## src/rtl/r0_pkg.sv

```systemverilog
// Shared types and constants for the reaction-timer result store:
// BCD digit types, default widths and the score FSM state encoding.
package r0_pkg;

  localparam int W_BIN  = 20;
  localparam int N_DIG  = 6;
  localparam int MAX_US = 999999;

  typedef logic [3:0] bcd_digit_t;
  typedef bcd_digit_t [N_DIG-1:0] bcd6_t;

  typedef enum logic [1:0] {
    ST_IDLE   = 2'd0,
    ST_CONV   = 2'd1,
    ST_COMMIT = 2'd2
  } score_state_e;

endpackage

```

## src/rtl/bcd_dabble_step.sv

```systemverilog
// One double-dabble iteration: add 3 to every BCD digit >= 5, then shift
// the whole {bcd, binary} vector left by one bit.
module bcd_dabble_step #(
  parameter int N_DIG = 6,
  parameter int W_BIN = 20
) (
  input  logic [4*N_DIG+W_BIN-1:0] din,
  output logic [4*N_DIG+W_BIN-1:0] dout
);

  logic [4*N_DIG+W_BIN-1:0] adj;

  always_comb begin
    adj = din;
    for (int d = 0; d < N_DIG; d++) begin
      if (din[W_BIN+4*d +: 4] >= 4'd5) begin
        adj[W_BIN+4*d +: 4] = din[W_BIN+4*d +: 4] + 4'd3;
      end
    end
    dout = {adj[4*N_DIG+W_BIN-2:0], 1'b0};
  end

endmodule

```

## src/rtl/score_bcd.sv

```systemverilog
// Reaction-timer result store: saturates each new time, converts it serially
// to packed BCD and keeps the last and best results for the text layout.
module score_bcd #(
  parameter int W_BIN  = 20,
  parameter int N_DIG  = 6,
  parameter int MAX_US = 999999
) (
  input  logic               i_clk,
  input  logic               i_rst_n,
  input  logic               i_valid,
  input  logic [W_BIN-1:0]   i_us,
  input  logic               i_clear,
  input  logic               i_sel,
  output logic [4*N_DIG-1:0] o_bcd,
  output logic               o_init,
  output logic               o_busy,
  output logic               o_new,
  output logic               o_record
);

  import r0_pkg::score_state_e;
  import r0_pkg::ST_IDLE;
  import r0_pkg::ST_CONV;
  import r0_pkg::ST_COMMIT;

  localparam int                 SH_W    = 4*N_DIG + W_BIN;
  localparam int                 CNT_W   = $clog2(W_BIN + 1);
  localparam logic [W_BIN-1:0]   MAX_SAT = W_BIN'(MAX_US);
  localparam logic [CNT_W-1:0]   LAST_IT = CNT_W'(W_BIN - 1);

  score_state_e       state;
  logic [CNT_W-1:0]   cnt;
  logic [SH_W-1:0]    shreg;
  logic [SH_W-1:0]    step_out;
  logic [W_BIN-1:0]   sat;
  logic [W_BIN-1:0]   sat_q;
  logic [W_BIN-1:0]   best_bin;
  logic               best_valid;
  logic [4*N_DIG-1:0] last_bcd;
  logic [4*N_DIG-1:0] best_bcd;

  // Saturating before conversion keeps every digit in 0..9.
  assign sat = (i_us > MAX_SAT) ? MAX_SAT : i_us;

  bcd_dabble_step #(
    .N_DIG (N_DIG),
    .W_BIN (W_BIN)
  ) u_step (
    .din  (shreg),
    .dout (step_out)
  );

  always_ff @(posedge i_clk or negedge i_rst_n) begin
    if (!i_rst_n) begin
      state      <= ST_IDLE;
      cnt        <= '0;
      shreg      <= '0;
      sat_q      <= '0;
      best_bin   <= '0;
      best_valid <= 1'b0;
      last_bcd   <= '0;
      best_bcd   <= '0;
      o_init     <= 1'b1;
      o_new      <= 1'b0;
      o_record   <= 1'b0;
    end else begin
      o_new    <= 1'b0;
      o_record <= 1'b0;
      // Clear aborts any conversion and beats a simultaneous i_valid.
      if (i_clear) begin
        state      <= ST_IDLE;
        cnt        <= '0;
        best_bin   <= '0;
        best_valid <= 1'b0;
        last_bcd   <= '0;
        best_bcd   <= '0;
        o_init     <= 1'b1;
      end else begin
        case (state)
          ST_IDLE: begin
            if (i_valid) begin
              sat_q <= sat;
              shreg <= {{(4*N_DIG){1'b0}}, sat};
              cnt   <= '0;
              state <= ST_CONV;
            end
          end
          ST_CONV: begin
            shreg <= step_out;
            cnt   <= cnt + 1'b1;
            if (cnt == LAST_IT) begin
              state <= ST_COMMIT;
            end
          end
          ST_COMMIT: begin
            last_bcd <= shreg[SH_W-1:W_BIN];
            // A tie keeps the earlier best and raises no record pulse.
            if (!best_valid || (sat_q < best_bin)) begin
              best_bcd   <= shreg[SH_W-1:W_BIN];
              best_bin   <= sat_q;
              best_valid <= 1'b1;
              o_record   <= 1'b1;
            end
            o_new  <= 1'b1;
            o_init <= 1'b0;
            state  <= ST_IDLE;
          end
          default: state <= ST_IDLE;
        endcase
      end
    end
  end

  assign o_busy = (state != ST_IDLE);
  assign o_bcd  = i_sel ? best_bcd : last_bcd;

endmodule
```

## config.mk

```make
export PLATFORM = sky130hd
export DESIGN_NAME = score_bcd
export DESIGN_NICKNAME = d
export VERILOG_FILES = /design/src/rtl/r0_pkg.sv /design/src/rtl/bcd_dabble_step.sv /design/src/rtl/score_bcd.sv
export SDC_FILE = /design/constraint.sdc
export NUM_CORES = 1
export LEC_CHECK = 0
export ABC_AREA = 1
export CELL_PAD_IN_SITES_DETAIL_PLACEMENT = 1
export CELL_PAD_IN_SITES_GLOBAL_PLACEMENT = 1
export CORE_MARGIN = 4
export CORE_UTILIZATION = 40
export DETAILED_ROUTE_END_ITERATION = 6
export HOLD_SLACK_MARGIN = 0.08
export PLACE_DENSITY = 0.73
export SYNTH_ARGS = -nofsm -noshare
export SYNTH_HDL_FRONTEND = slang
export SYNTH_SLANG_ARGS = --single-unit
```

## constraint.sdc

```tcl
create_clock -name i_clk -period 2.2 [get_ports i_clk]
set_input_delay 0.33 -clock i_clk [delete_from_list [all_inputs] [get_ports i_clk]]
set_output_delay 0.33 -clock i_clk [all_outputs]
set_load 0.03 [all_outputs]
```

==> impl_metrics.tcl, run 1 <==
set metrics [dict create \
    critPathLaunchType "register" \
    place.detailed.instances 1125 \
    clock_tree_buffer_depth 2 \
    route.detailed.drc 0 \
    htree_levels 4 \
    run_status "finished clean" \
    path_class "reg -> out" \
    initial_core_util_pct 41.3 \
    clkSinkCount 143 \
    pwr_per_cell_area_nw_per_um2 845 \
    timing.final.setup_violations 0 \
    final_nets 977 \
    port_buffers 52 \
    r2r_start "sat_q[11]" \
    antenna_violations_before_repair 0 \
    critical_path.endpoint_type "output pin" \
    synth-seq-area-share_pct 49.6 \
    final_layout_size_suffix_gt1_share_pct 10.9 \
    hpwl_mm 12.9 \
    placedInstanceArea_um2 7980 \
    ordered_list_of_cells_on_the_worst_path "clkdlybuf4s50_1" \
    cts_post_setup_buffers_inserted 0 \
    cp_data_arrival_time_ns 1.62 \
    firstDrtPassIters 4 \
    grt_first_pass_wirelength_mm 33.4 \
    final_area_um2 8530 \
    timing.critical_path.buf_inv 1 \
    detail_route.wirelength_mm 19.5 \
    clock_tree_from_tritoncts "built" \
    finalHoldViolCount 0 \
    insertedDiodeCount 0 \
    routedWlPerCell_um 16.9 \
    avgViaCountPerCell 5.28 \
    core_region_area_um2 17500 \
    syn2layout_area_growth_pct 18.2 \
    drt_iter0_markers 269 \
    clk_latency_ns 0.43 \
    synthesis.yosys.warnings 0 \
    finalPower_mw 7.21 \
    achievable-frequency_ghz 0.514 \
    rsz0062_at_grt "no" \
    cts_root_buffer "clkbuf_16" \
    syn-instance-count 868 \
    overflow 0 \
    slew_viol_final 0 \
    power.ir.vdd_worst_mv 0.629 \
    layout_commonest_cell "nand2_1" \
    crit_fanout 2 \
    detail-route-antenna-nets 0 \
    startpoint "o_init" \
    cellLeakagePower_nw 4.21 \
    die_w_um 142 \
    critical-path-slowest-cell "clkdlybuf4s50_1" \
    layout_worst_path_cycle_share_pct 88.4 \
    critical-path-top-delay-family "buffers and inverters" \
    hold_path_class "in -> async" \
    timing.critical_path.required_ns 1.87 \
    routabilityCongestion 0.783 \
    cap_violations 0 \
    dr_total_vias 6120 \
    die-area_um2 20300 \
    synth_cell_types 33 \
    io_pins 53 \
    die_outline_height_um 142 \
    grt_start_max_net_pins 57 \
    grt_pass1_vias 6544 \
    cp_slowest_stage_delay_ns 0.66 \
    postSynthNetCount 925 \
    std_cell_rows 48 \
    cts_made_buffers 17 \
    layout.cells.most_common_list "224 x nand2_1, 142 x dfrtp_1, 98 x inv_1" \
    fin_util_pct 48.8 \
    layout_min_cycle_time_ns 1.95 \
    grtUsageTotal_pct 20.6 \
    final_cell_count_no_fill 1158 \
    cts.reportedPaths.clkPinSlew_ns 0.06 \
    timing.slew.headroom_pct 63.7 \
    post_synthesis_average_cell_area_um2 8.32 \
    fin_setup_tns_ns 0 \
    post_synthesis_instance_area_um2 7220 \
    fin_skew_ns 0.00587 \
    synth_seq_cells 143 \
    worst_slew_pin_slew_ns 0.545 \
]
[path summary, 6_finish.rpt]
kind,to,slack [ns],cells past startpoint
worst min-delay path,shreg[31],0.44,2
worst min register to register,o_init,0.47,2
worst max register to register,best_bcd[9],0.26,12
min in group i_clk,o_init,0.47,2
worst max-delay path,o_init,0.25,1
max in group asynchronous,shreg[18],1.08,3
[routing by layer]
metal / wire, um / GRT usage [%]
met1: 9250 / 27.6
met2: 9300 / 33.5
met4: 416 / 7.40
met3: 554 / 3.66
met5: 0 / 0
[cell families after synthesis]
| kind of cell | count (synthesis) | share of synthesized area [%] |
|---|---|---|
| adders and majority gates | 32 | 5.55 |
| buffers and inverters | 150 | 9.19 |
| AOI/OAI and AO/OA | 164 | 12.4 |
| DFF | 143 | 49.6 |
| and+or+nand+nor | 373 | 22.5 |
| xor gates and xnor gates | 6 | 0.728 |
[stage by stage]
step	setup WS, ns	hold slack, ns
floorplan	0.555	0.0344
global placement	0.234	0.340
detailed placement	0.234	0.342
CTS	0.0334	0.448
global route	0.0649	0.488
finish	0.255	0.443
[report_power, final]
part	leakage (nW)	switching (mW)	internal, mW
clock network	0.273	1.11	1.57
registers	1.90	0.246	2.93
logic	2.04	0.842	0.512
[layout make-up]
type,count,area [um2]
Fill cell,2082,8940
Clock inverter,12,95.1
Inverter,109,409
Tap cell,225,282
Sequential cell,143,3580
Multi-Input combinational cell,575,2980
Clock buffer,20,447
Timing Repair Buffer,74,744
[sequential cells by signal (all words and copies together), names as in the netlist]
name        flops
o_new           1
cnt             5
shreg          44
o_record        1
o_init          1
best_bin       20
best_bcd       24
sat_q          20
state           2
best_valid      1
last_bcd       24
[timing repair]
item                                    in CTS  in global routing
gates resized for setup                      0                  1
endpoints found under the setup margin       0                  1
endpoints found under the hold margin       52                  0
hold buffers                                 1                  0
[cell usage after synthesis (all sizes together)]
master / instances / area (um2)
a21o: 1 / 7.51
a22oi: 1 / 7.51
o21a: 1 / 7.51
a31oi: 2 / 12.5
nor2: 64 / 275
o211ai: 1 / 7.51
nand3: 45 / 235
a21oi: 45 / 225
o32ai: 5 / 43.8
ha: 32 / 400
o31ai: 1 / 7.51
o21ai: 76 / 384
clkbuf: 9 / 33.8
dfstp: 1 / 26.3
nor3: 2 / 21.3
o22ai: 31 / 194
inv: 109 / 409
nand4: 34 / 213
xor2: 6 / 52.6
buf: 32 / 220
dfrtp: 142 / 3550
nand2: 228 / 881
No activity file was read; power rests on OpenSTA's default activity.
==> run 2, diff against run 1 <==
--- a/config.mk
+++ b/config.mk
@@ -6,6 +6,7 @@
 export NUM_CORES = 1
 export LEC_CHECK = 0
 export ABC_AREA = 1
+export CAP_MARGIN = 40
 export CELL_PAD_IN_SITES_DETAIL_PLACEMENT = 1
 export CELL_PAD_IN_SITES_GLOBAL_PLACEMENT = 1
 export CORE_MARGIN = 4
==> results of run 2 <==
Final layout, timing and power as in run 1 (identical DEF).
